[src/rtl/pipeline_pkg.sv]
// Shared types and constants for the pipeline control block.
package pipeline_pkg;

  // Control FSM states.
  typedef enum logic [1:0] {
    RUN    = 2'd0,
    DRAIN  = 2'd1,
    HALTED = 2'd2
  } ctrl_state_t;

  // Instruction encodings the controller cares about.
  localparam logic [31:0] EBREAK_INSTR = 32'h00100073;
  localparam logic [31:0] NOP_INSTR    = 32'h00000013;

  // Width of the drain counter.
  localparam int unsigned CNT_W = 4;

endpackage

[src/rtl/load_use_detect.sv]
// Load-use hazard detector: flags when the instruction in ID reads a register that the
// load currently in EX has not yet written. x0 never creates a hazard.
module load_use_detect (
  input  logic [4:0] rs1_addr,
  input  logic [4:0] rs2_addr,
  input  logic       uses_rs1,
  input  logic       uses_rs2,
  input  logic [4:0] rd_addr,
  input  logic       is_load,
  output logic       hazard
);

  logic rs1_match;
  logic rs2_match;

  assign rs1_match = uses_rs1 && (rs1_addr == rd_addr);
  assign rs2_match = uses_rs2 && (rs2_addr == rd_addr);
  assign hazard    = is_load && (rd_addr != 5'd0) && (rs1_match || rs2_match);

endmodule

[src/rtl/pipeline_ctrl.sv]
// Pipeline sequencing control: load-use stalls, taken-branch squash and ebreak drain/halt.
// Optional build macro PIPELINE_CTRL_PERF_EN adds saturating stall/flush event counters.
module pipeline_ctrl
  import pipeline_pkg::*;
#(
  parameter int unsigned DRAIN_CYCLES = 4
) (
  input  logic        clk,
  input  logic        rst,
  input  logic [4:0]  id_rs1_addr,
  input  logic [4:0]  id_rs2_addr,
  input  logic        id_uses_rs1,
  input  logic        id_uses_rs2,
  input  logic [4:0]  ex_rd_addr,
  input  logic        ex_is_load,
  input  logic        ex_branch_taken,
  input  logic [31:0] if_instr,
  output logic        pc_en,
  output logic        pc_sel_branch,
  output logic        if_id_en,
  output logic        if_id_flush,
  output logic        id_ex_flush,
  output logic        halted
`ifdef PIPELINE_CTRL_PERF_EN
  ,
  output logic [31:0] stall_count,
  output logic [31:0] flush_count
`endif
);

  localparam logic [CNT_W-1:0] DrainLoad = CNT_W'(DRAIN_CYCLES);

  ctrl_state_t      state_q, state_d;
  logic [CNT_W-1:0] cnt_q, cnt_d;
  logic             hazard;

  load_use_detect u_load_use_detect (
    .rs1_addr (id_rs1_addr),
    .rs2_addr (id_rs2_addr),
    .uses_rs1 (id_uses_rs1),
    .uses_rs2 (id_uses_rs2),
    .rd_addr  (ex_rd_addr),
    .is_load  (ex_is_load),
    .hazard   (hazard)
  );

  // Next-state and zero-latency output decode from current state and inputs.
  always_comb begin
    state_d       = state_q;
    cnt_d         = cnt_q;
    pc_en         = 1'b0;
    pc_sel_branch = 1'b0;
    if_id_en      = 1'b0;
    if_id_flush   = 1'b0;
    id_ex_flush   = 1'b0;
    halted        = 1'b0;
    if (rst) begin
      if_id_flush = 1'b1;
      id_ex_flush = 1'b1;
    end else begin
      case (state_q)
        RUN: begin
          if (ex_branch_taken) begin
            // Wrong-path hazard or ebreak is discarded with the squash.
            pc_sel_branch = 1'b1;
            pc_en         = 1'b1;
            if_id_flush   = 1'b1;
            id_ex_flush   = 1'b1;
          end else if (hazard) begin
            id_ex_flush = 1'b1;
          end else begin
            pc_en    = 1'b1;
            if_id_en = 1'b1;
            if (if_instr == EBREAK_INSTR) begin
              cnt_d   = DrainLoad;
              state_d = (DrainLoad <= CNT_W'(1)) ? HALTED : DRAIN;
            end
          end
        end
        DRAIN: begin
          if_id_flush = 1'b1;
          id_ex_flush = 1'b1;
          if (ex_branch_taken) begin
            // An older branch proves the ebreak was wrong-path: resume.
            pc_sel_branch = 1'b1;
            pc_en         = 1'b1;
            state_d       = RUN;
            cnt_d         = '0;
          end else begin
            if (cnt_q > CNT_W'(1)) cnt_d = cnt_q - CNT_W'(1);
            if (cnt_q <= CNT_W'(2)) state_d = HALTED;
          end
        end
        HALTED: begin
          if_id_flush = 1'b1;
          id_ex_flush = 1'b1;
          halted      = 1'b1;
        end
        default: begin
          if_id_flush = 1'b1;
          id_ex_flush = 1'b1;
          state_d     = RUN;
          cnt_d       = '0;
        end
      endcase
    end
  end

  // State and drain counter registers with synchronous reset.
  always_ff @(posedge clk) begin
    if (rst) begin
      state_q <= RUN;
      cnt_q   <= '0;
    end else begin
      state_q <= state_d;
      cnt_q   <= cnt_d;
    end
  end

`ifdef PIPELINE_CTRL_PERF_EN
  logic stall_cyc;
  logic flush_cyc;

  assign stall_cyc = !rst && (state_q == RUN) && !ex_branch_taken && hazard;
  assign flush_cyc = !rst && ex_branch_taken && ((state_q == RUN) || (state_q == DRAIN));

  // Saturating event counters.
  always_ff @(posedge clk) begin
    if (rst) begin
      stall_count <= '0;
      flush_count <= '0;
    end else begin
      if (stall_cyc && (stall_count != 32'hFFFFFFFF)) stall_count <= stall_count + 32'd1;
      if (flush_cyc && (flush_count != 32'hFFFFFFFF)) flush_count <= flush_count + 32'd1;
    end
  end
`endif

endmodule

[config.mk]
export PLATFORM = sky130hd
export DESIGN_NAME = pipeline_ctrl
export DESIGN_NICKNAME = d
export VERILOG_FILES = /design/src/rtl/pipeline_pkg.sv /design/src/rtl/load_use_detect.sv /design/src/rtl/pipeline_ctrl.sv
export SDC_FILE = /design/constraint.sdc
export NUM_CORES = 1
export LEC_CHECK = 0
export ABC_AREA = 1
export CAP_MARGIN = 20
export CORE_UTILIZATION = 39
export CTS_BUF_LIST = sky130_fd_sc_hd__clkbuf_8
export CTS_CLUSTER_DIAMETER = 100
export DETAILED_ROUTE_END_ITERATION = 10
export HOLD_SLACK_MARGIN = 0.05
export PLACE_DENSITY = 0.88
export SYNTH_ARGS = -nofsm -noshare
export SYNTH_HDL_FRONTEND = slang
export SYNTH_SLANG_ARGS = --single-unit
[constraint.sdc]
create_clock -name clk -period 2.15 [get_ports clk]
set_input_delay 0.3225 -clock clk [delete_from_list [all_inputs] [get_ports clk]]
set_output_delay 0.3225 -clock clk [all_outputs]
set_load 0.005 [all_outputs]
==> results by group, run 1 <==
CTS
  • CTS Sinks: 6
  • Clk root buf: clkbuf_8
  • CTS tree: done
  • Clk pin slew, worst setup/hold paths: 0.04 ns
  • H-Tree Depth: 1
  • CTS buffer count: 3
  • Clock buffer depth: 2
  • Clock Latency Late Sink: 0.21 ns

Detailed routing
  • Vias: 1,205
  • Initial DRT Pass Iterations: 4
  • Routed WL per cell: 10.16 um
  • Initial DRC Count: 30
  • Antenna viol nets, final: 0
  • Drt drc: 0
  • Final WL: 2.724 mm
  • DR vias/cell: 4.496

STA
  • Layout Skew: 0.0001050 ns
  • Max-slew violation count: 0
  • Worst-Margin Slew: between 0.4 and 0.5 ns
  • Fmax: 487.5 MHz
  • RSZ-0062 raised after global routing: false
  • Final Cycle Share: 95.40%
  • Setup TNS: 0 ns
  • Slew HR: 72.71%
  • Fin crit period: between 2 and 2.5 ns
  • Count of final setup violators: 0
  • Final hold viol count: 0

Worst setup path
  • Crit path launch type: input pin
  • Delay-heaviest family, CP: buffers and inverters
  • CP max FO: 3
  • FF-to-FF path depth: 8
  • Critical path type: in2out
  • Worst setup path start: rst
  • Worst EP arrival: roughly 1.7 ns
  • R2R Path End: cnt_q[1]$_SDFFE_PP0P_
  • Critical path's slowest cell: clkdlybuf4s50_1
  • FF-to-FF Start: cnt_q[0]$_SDFFE_PP0P_
  • Required @ worst endpoint: 1.83 ns
  • Crit-path max cell delay: 0.51 ns
  • Buf+Inv Stages, Crit Path: 4
  • CP Capture Point: if_id_flush
  • Worst Setup End Kind: primary output
  • CP cell instances: clkdlybuf4s50_1, inv_1, nand2_1, nor2_2, buf_4, nand2_1, clkdlybuf4s50_1
  • Critical Path Stages: 7
  • R2R Setup Slk: 0.64 ns

Min path
  • Hold Path Stages: 2
  • Min-Delay Path Class: reg2reg

Place
  • Buffers on Ports: 58
  • Post-DP HPWL: 2.347 mm
  • GPL Wtd Cong: just over 0.9

Final layout
  • Most frequent cells in the layout: nand2_1, clkdlybuf4s50_1, inv_1
  • Area growth syn-to-layout: 80.47%
  • Commonest non-fill, non-tap cell in the layout: nand2_1
  • Nets@finish: approximately 300
  • Layout cells sized above 1: 10.37%
  • Number of fill cells: 176
  • # diodes: 0

Die
  • Initial Util: a little over two fifths
  • Boundary pin count: 59
  • CORE AREA: 2002 um2
  • Die height: 48.74 um
  • Die width: 48.74 um
  • Die area: 2376 um2
  • Row count: 16

Synth
  • Register area share after synthesis: 14.10%
  • Synthesized area: 852.1 um2
  • Syn Inst Count: 175
  • Post-synthesis area per instance: 4.869 um2
  • Total number of yosys warnings: 0
  • Synthesized flop and latch total: 6
  • Syn nets: 231
  • Post-synth cell types: 18

GRT
  • Gr usage total: 23.70%
  • Gr ovfl total: 0
  • Largest net degree at the start of global routing: 7
  • Number of global-route vias before repair: 1,174
  • Global-route wire length before repair: around 4.6 mm
  • Initial antenna violation count: 0

Pwr
  • P_leak: 0.8098 nW
  • PD cells: 292.0 nW/um2
  • Final Total Pwr: 0.4490 mW
  • Peak supply drop: 0.3545 mV

Job
  • Maxcap violations: 0

Run status
  • Status: complete, no violations
## state kept, by name (all words and copies together) (netlist names)
register / flops
cnt_q: 4
state_q: 2
## worst min path at each step
stage / start / slack [ns] / end
2_1_floorplan: state_q[1]$_SDFFE_PP0P_ / 0.49 / state_q[1]$_SDFFE_PP0P_
3_3_place_gp: cnt_q[3]$_SDFFE_PP0P_ / 0.51 / cnt_q[3]$_SDFFE_PP0P_
3_5_place_dp: cnt_q[3]$_SDFFE_PP0P_ / 0.52 / cnt_q[3]$_SDFFE_PP0P_
4_1_cts: cnt_q[3]$_SDFFE_PP0P_ / 0.52 / cnt_q[3]$_SDFFE_PP0P_
5_1_grt: cnt_q[3]$_SDFFE_PP0P_ / 0.55 / cnt_q[3]$_SDFFE_PP0P_
6_report: cnt_q[3]$_SDFFE_PP0P_ / 0.53 / cnt_q[3]$_SDFFE_PP0P_
## timing repair
item                       in CTS  in global routing
pin swaps                       4                  0
buffers inserted                0                  0
cloned                          0                  0
hold buffers                    0                  0
setup endpoints to repair       3                  4
resized for setup              13                  4
## power by group
| group | leakage (nW) | switching [mW] | total (mW) | internal [mW] |
|---|---|---|---|---|
| registers | 0.0483 | 0.0000000000604 | 0.112 | 0.112 |
| clock network | 0.0216 | 0.0415 | 0.161 | 0.120 |
| logic | 0.740 | 0.0633 | 0.176 | 0.113 |
| total | 0.810 | 0.105 | 0.449 | 0.344 |
## cell families after synthesis
group,after synthesis,synth area share [%]
AO/OA/AOI/OAI,8,5.581
XOR/XNOR,2,2.056
adder cells (fa/ha/maj),3,4.406
buffers and inverters,42,18.50
flip-flops,6,14.10
AND/OR/NAND/NOR,114,55.36
## metrics by stage
step / hold slack (ns) / cell area [um2] / setup slack, ns / cells / utilization [%]
after floorplan: 0.4869 / 852.1 / 0.7865 / 175 / -
after global placement: 0.5071 / 1504 / -0.1606 / 265 / 75.13
after detailed placement: 0.5202 / 1504 / -0.1873 / 265 / 75.13
after CTS: 0.5250 / 1536 / 0.09702 / 268 / 76.75
after global routing: 0.5518 / 1538 / 0.01374 / 268 / 76.81
final: 0.5273 / 1538 / 0.09891 / 268 / 76.81
## area by class of cell
cell class                 instances  area [um2]  share of cell area (%)
inverter                          42       157.7                   10.25
sequential                         6       120.1                   7.811
multi-input combinational        127       581.8                   37.84
tap                               27       33.78                   2.197
timing repair buffer              63       603.1                   39.22
clock buffer                       3       41.29                   2.685
## cell usage after synthesis
master   number  area (um2)
a21oi_1       2       10.01
a21oi_2       2       17.52
dfxtp_1       6       120.1
ha_1          3       37.54
inv_1        39       146.4
inv_2         3       11.26
nand2_1      58       217.7
nand2_2       2       12.51
nand2_4       2       22.52
nand3_1       7       35.03
nand4_1       3       18.77
nor2_1       38       142.6
nor2_2        1       6.260
nor3_1        2       10.01
o21ai_0       4       20.02
or2_0         1       6.260
xnor2_1       1       8.760
xor2_1        1       8.760
## worst min-delay path, cell delays in order (launching register included)
cell and delay, ns:
dfxtp_1 0.33, nor2_1 0.10, nor2_1 0.05
## per-layer routing
layer	track usage [%]	routed length [um]	share of wire, %	up-vias
met3	3.774	224	8.2	4
met2	43.29	1270	47	51
met1	28.84	1205	44	508
met5	0	0	0	-
li1	-	-	-	642
met4	4.902	23	0.84	0
Power figures use the tool's default switching activity.
==> run 2: changes to the inputs <==
Settings changed: CELL_PAD_IN_SITES_DETAIL_PLACEMENT set to 0, CELL_PAD_IN_SITES_GLOBAL_PLACEMENT set to 1, CORE_ASPECT_RATIO set to 0.5, CORE_UTILIZATION 39 to 23, PLACE_DENSITY 0.88 to unset, PLACE_DENSITY_LB_ADDON set to 0.1, TNS_END_PERCENT set to 30.
==> run 2 against run 1 <==
Clock skew is 0.0024 ns higher. Total power decreased by 0.86%. Clock-buffer cell count unchanged. Largest power group unchanged. Highest routed layer is now met3. Final cell count is 9.0% higher. Critical endpoint unchanged. Largest cell class unchanged. Sequential share of layout area decreased by 0.13 points. Combinational power decreased by 3%. Die area increased by 67%.
==> results by group, run 2 (synthesis results as in run 1) <==
Detailed routing
  • Initial DRT Pass Iterations: 4 (unchanged)
  • Antenna viol nets, final: 0 (unchanged)
  • Routed WL per cell: 8.586 um (-16%)
  • Final WL: 2.507 mm (-8.0%)
  • DR vias/cell: 3.836 (-15%)
  • Initial DRC Count: 14 (-53%)
  • Vias: 1,120 (-7.1%)
  • Drt drc: 0 (unchanged)

STA
  • Max-slew violation count: 0 (unchanged)
  • Final hold viol count: 0 (unchanged)
  • Worst-Margin Slew: 0.3799 ns (-0.02805 ns)
  • RSZ-0062 raised after global routing: false
  • Fin crit period: 2.042 ns (-0.009154 ns)
  • Fmax: 489.7 MHz (+0.45%)
  • Final Cycle Share: 94.97% (-0.43 points)
  • Slew HR: 74.58% (+1.9 points)
  • Layout Skew: 0.002497 ns (+0.002392 ns)
  • Count of final setup violators: 0 (unchanged)
  • Setup WS post-layout: 0.1081 ns (+0.009154 ns)

Die
  • Boundary pin count: 59 (unchanged)
  • Die width: 88.08 um (+81%)
  • Row count: 15 (-1)
  • Die area: 3967 um2 (+67%)
  • Die height: 45.04 um (-7.6%)
  • Initial Util: 24.41% (-18 points)
  • CORE AREA: 3491 um2 (+74%)

CTS
  • Clock buffer depth: 2 (unchanged)
  • Clk pin slew, worst setup/hold paths: 0.03 ns (about the same)
  • CTS Hold Bufs: 0 (unchanged)
  • CTS tree: done
  • CTS Sinks: 6 (unchanged)
  • Clk root buf: clkbuf_8
  • CTS buffer count: 3 (unchanged)
  • Clock Latency Late Sink: 0.22 ns (about the same)
  • H-Tree Depth: 1 (unchanged)

Final layout
  • Finished Cell Area: 1564 um2 (+1.7%)
  • Biggest regs: cnt_q (4), state_q (2)
  • Number of flip-flops in the largest register: 4 (unchanged)
  • Commonest non-fill, non-tap cell in the layout: nand2_1
  • Most flops, register: cnt_q
  • Layout cells sized above 1: 8.299% (-2.1 points)
  • Most frequent cells in the layout: nand2_1, clkdlybuf4s50_1, nor2_1
  • # diodes: 0 (unchanged)
  • Number of fill cells: 389 (+120%)
  • Area growth syn-to-layout: 83.55%
  • Nets@finish: 299 (unchanged)

Worst setup path
  • Crit path launch type: input pin
  • Worst EP arrival: 1.72 ns (about the same)
  • Critical path type: in2out
  • Worst Setup End Kind: primary output
  • FF-to-FF path depth: 8 (unchanged)
  • Required @ worst endpoint: 1.83 ns (about the same)
  • CP max FO: 3 (unchanged)
  • Worst setup path start: rst
  • FF-to-FF Start: cnt_q[0]$_SDFFE_PP0P_

GRT
  • Gr usage total: 12.01% (-12 points)
  • Global-route wire length before repair: 3.801 mm (-17%)
  • Number of global-route vias before repair: 933 (-21%)
  • Initial antenna violation count: 0 (unchanged)
  • Largest net degree at the start of global routing: 7 (unchanged)
  • Gr ovfl total: 0 (unchanged)

Min path
  • Worst hold start: state_q[1]$_SDFFE_PP0P_
  • Hold Path Stages: 2 (unchanged)
  • Min-Delay Path Class: reg2reg

Pwr
  • Final Total Pwr: 0.4451 mW (-0.86%)
  • P_leak: 0.8114 nW (+0.19%)
  • PD cells: 284.6 nW/um2 (-2.5%)
  • Peak supply drop: 0.2558 mV (-28%)

Run status
  • Status: complete, no violations

Place
  • GPL Wtd Cong: 0.7659 (-16%)
  • Placed inst area: 1534 um2 (+2.0%)
  • Post-DP HPWL: 2.178 mm (-7.2%)
  • Place WS: -0.1802 ns (+0.007144 ns)
  • Buffers on Ports: 58 (unchanged)

Job
  • Maxcap violations: 0 (unchanged)
[run 2: cell count changes in the layout (fill, tap and decap cells not counted), sizes merged]
cell,previous run,this run
dlygate4sd2,8,9
clkbuf,4,3
[run 2: area by class of cell]
| cell class | instances | area [um2] | share of cell area [%] |
|---|---|---|---|
| Inverter | 42 | 157.7 | 10.08 |
| Tap cell | 51 | 63.81 | 4.080 |
| Timing Repair Buffer | 63 | 606.8 | 38.80 |
| Clock buffer | 3 | 41.29 | 2.640 |
| Sequential cell | 6 | 120.1 | 7.680 |
| Multi-Input combinational cell | 127 | 574.3 | 36.72 |
[run 2: power by group]
part / internal, mW / switching (mW)
registers: 0.112 / 0.0000000000564
logic: 0.112 / 0.0592
clock network: 0.120 / 0.0420
[run 2: worst paths after layout]
path                                                end  slack (ns)
worst max-delay path                        if_id_flush        0.11
worst min-delay path            state_q[1]$_SDFFE_PP0P_        0.52
worst max register to register    cnt_q[1]$_SDFFE_PP0P_        0.63
worst min register to register  state_q[1]$_SDFFE_PP0P_        0.52
[run 2: layer usage]
metal  routed length (um)  vias to the layer above  track usage [%]
met4                    0                        0           0.9677
li1                     -                      644                -
met2                 1189                       22            22.79
met5                    0                        -                0
met3                  134                        0            1.645
met1                 1183                      454            15.37
[run 2: critical path, cell delays in order]
cell and delay [ns]:
clkdlybuf4s50_1 0.43, inv_1 0.08, nand2_1 0.06, nor2_1 0.18
buf_4 0.15, nand2_1 0.04, clkdlybuf4s50_1 0.45
[run 2: repair_timing]
item / CTS / global route
setup endpoints to repair: 3 / 1
pin swaps: 4 / 2
setup buffers: 0 / 0
resized for setup: 11 / 0
[run 2: stage by stage]
step / std cells / TNS [ns] / utilization (%) / hold slack [ns]
after floorplan: 175 / 0 / - / 0.4869
after global placement: 289 / -0.5602 / 43.94 / 0.5133
after detailed placement: 289 / -0.4668 / 43.94 / 0.5129
after CTS: 292 / 0 / 44.80 / 0.5167
after global routing: 292 / 0 / 44.80 / 0.5573
final: 292 / 0 / 44.80 / 0.5166
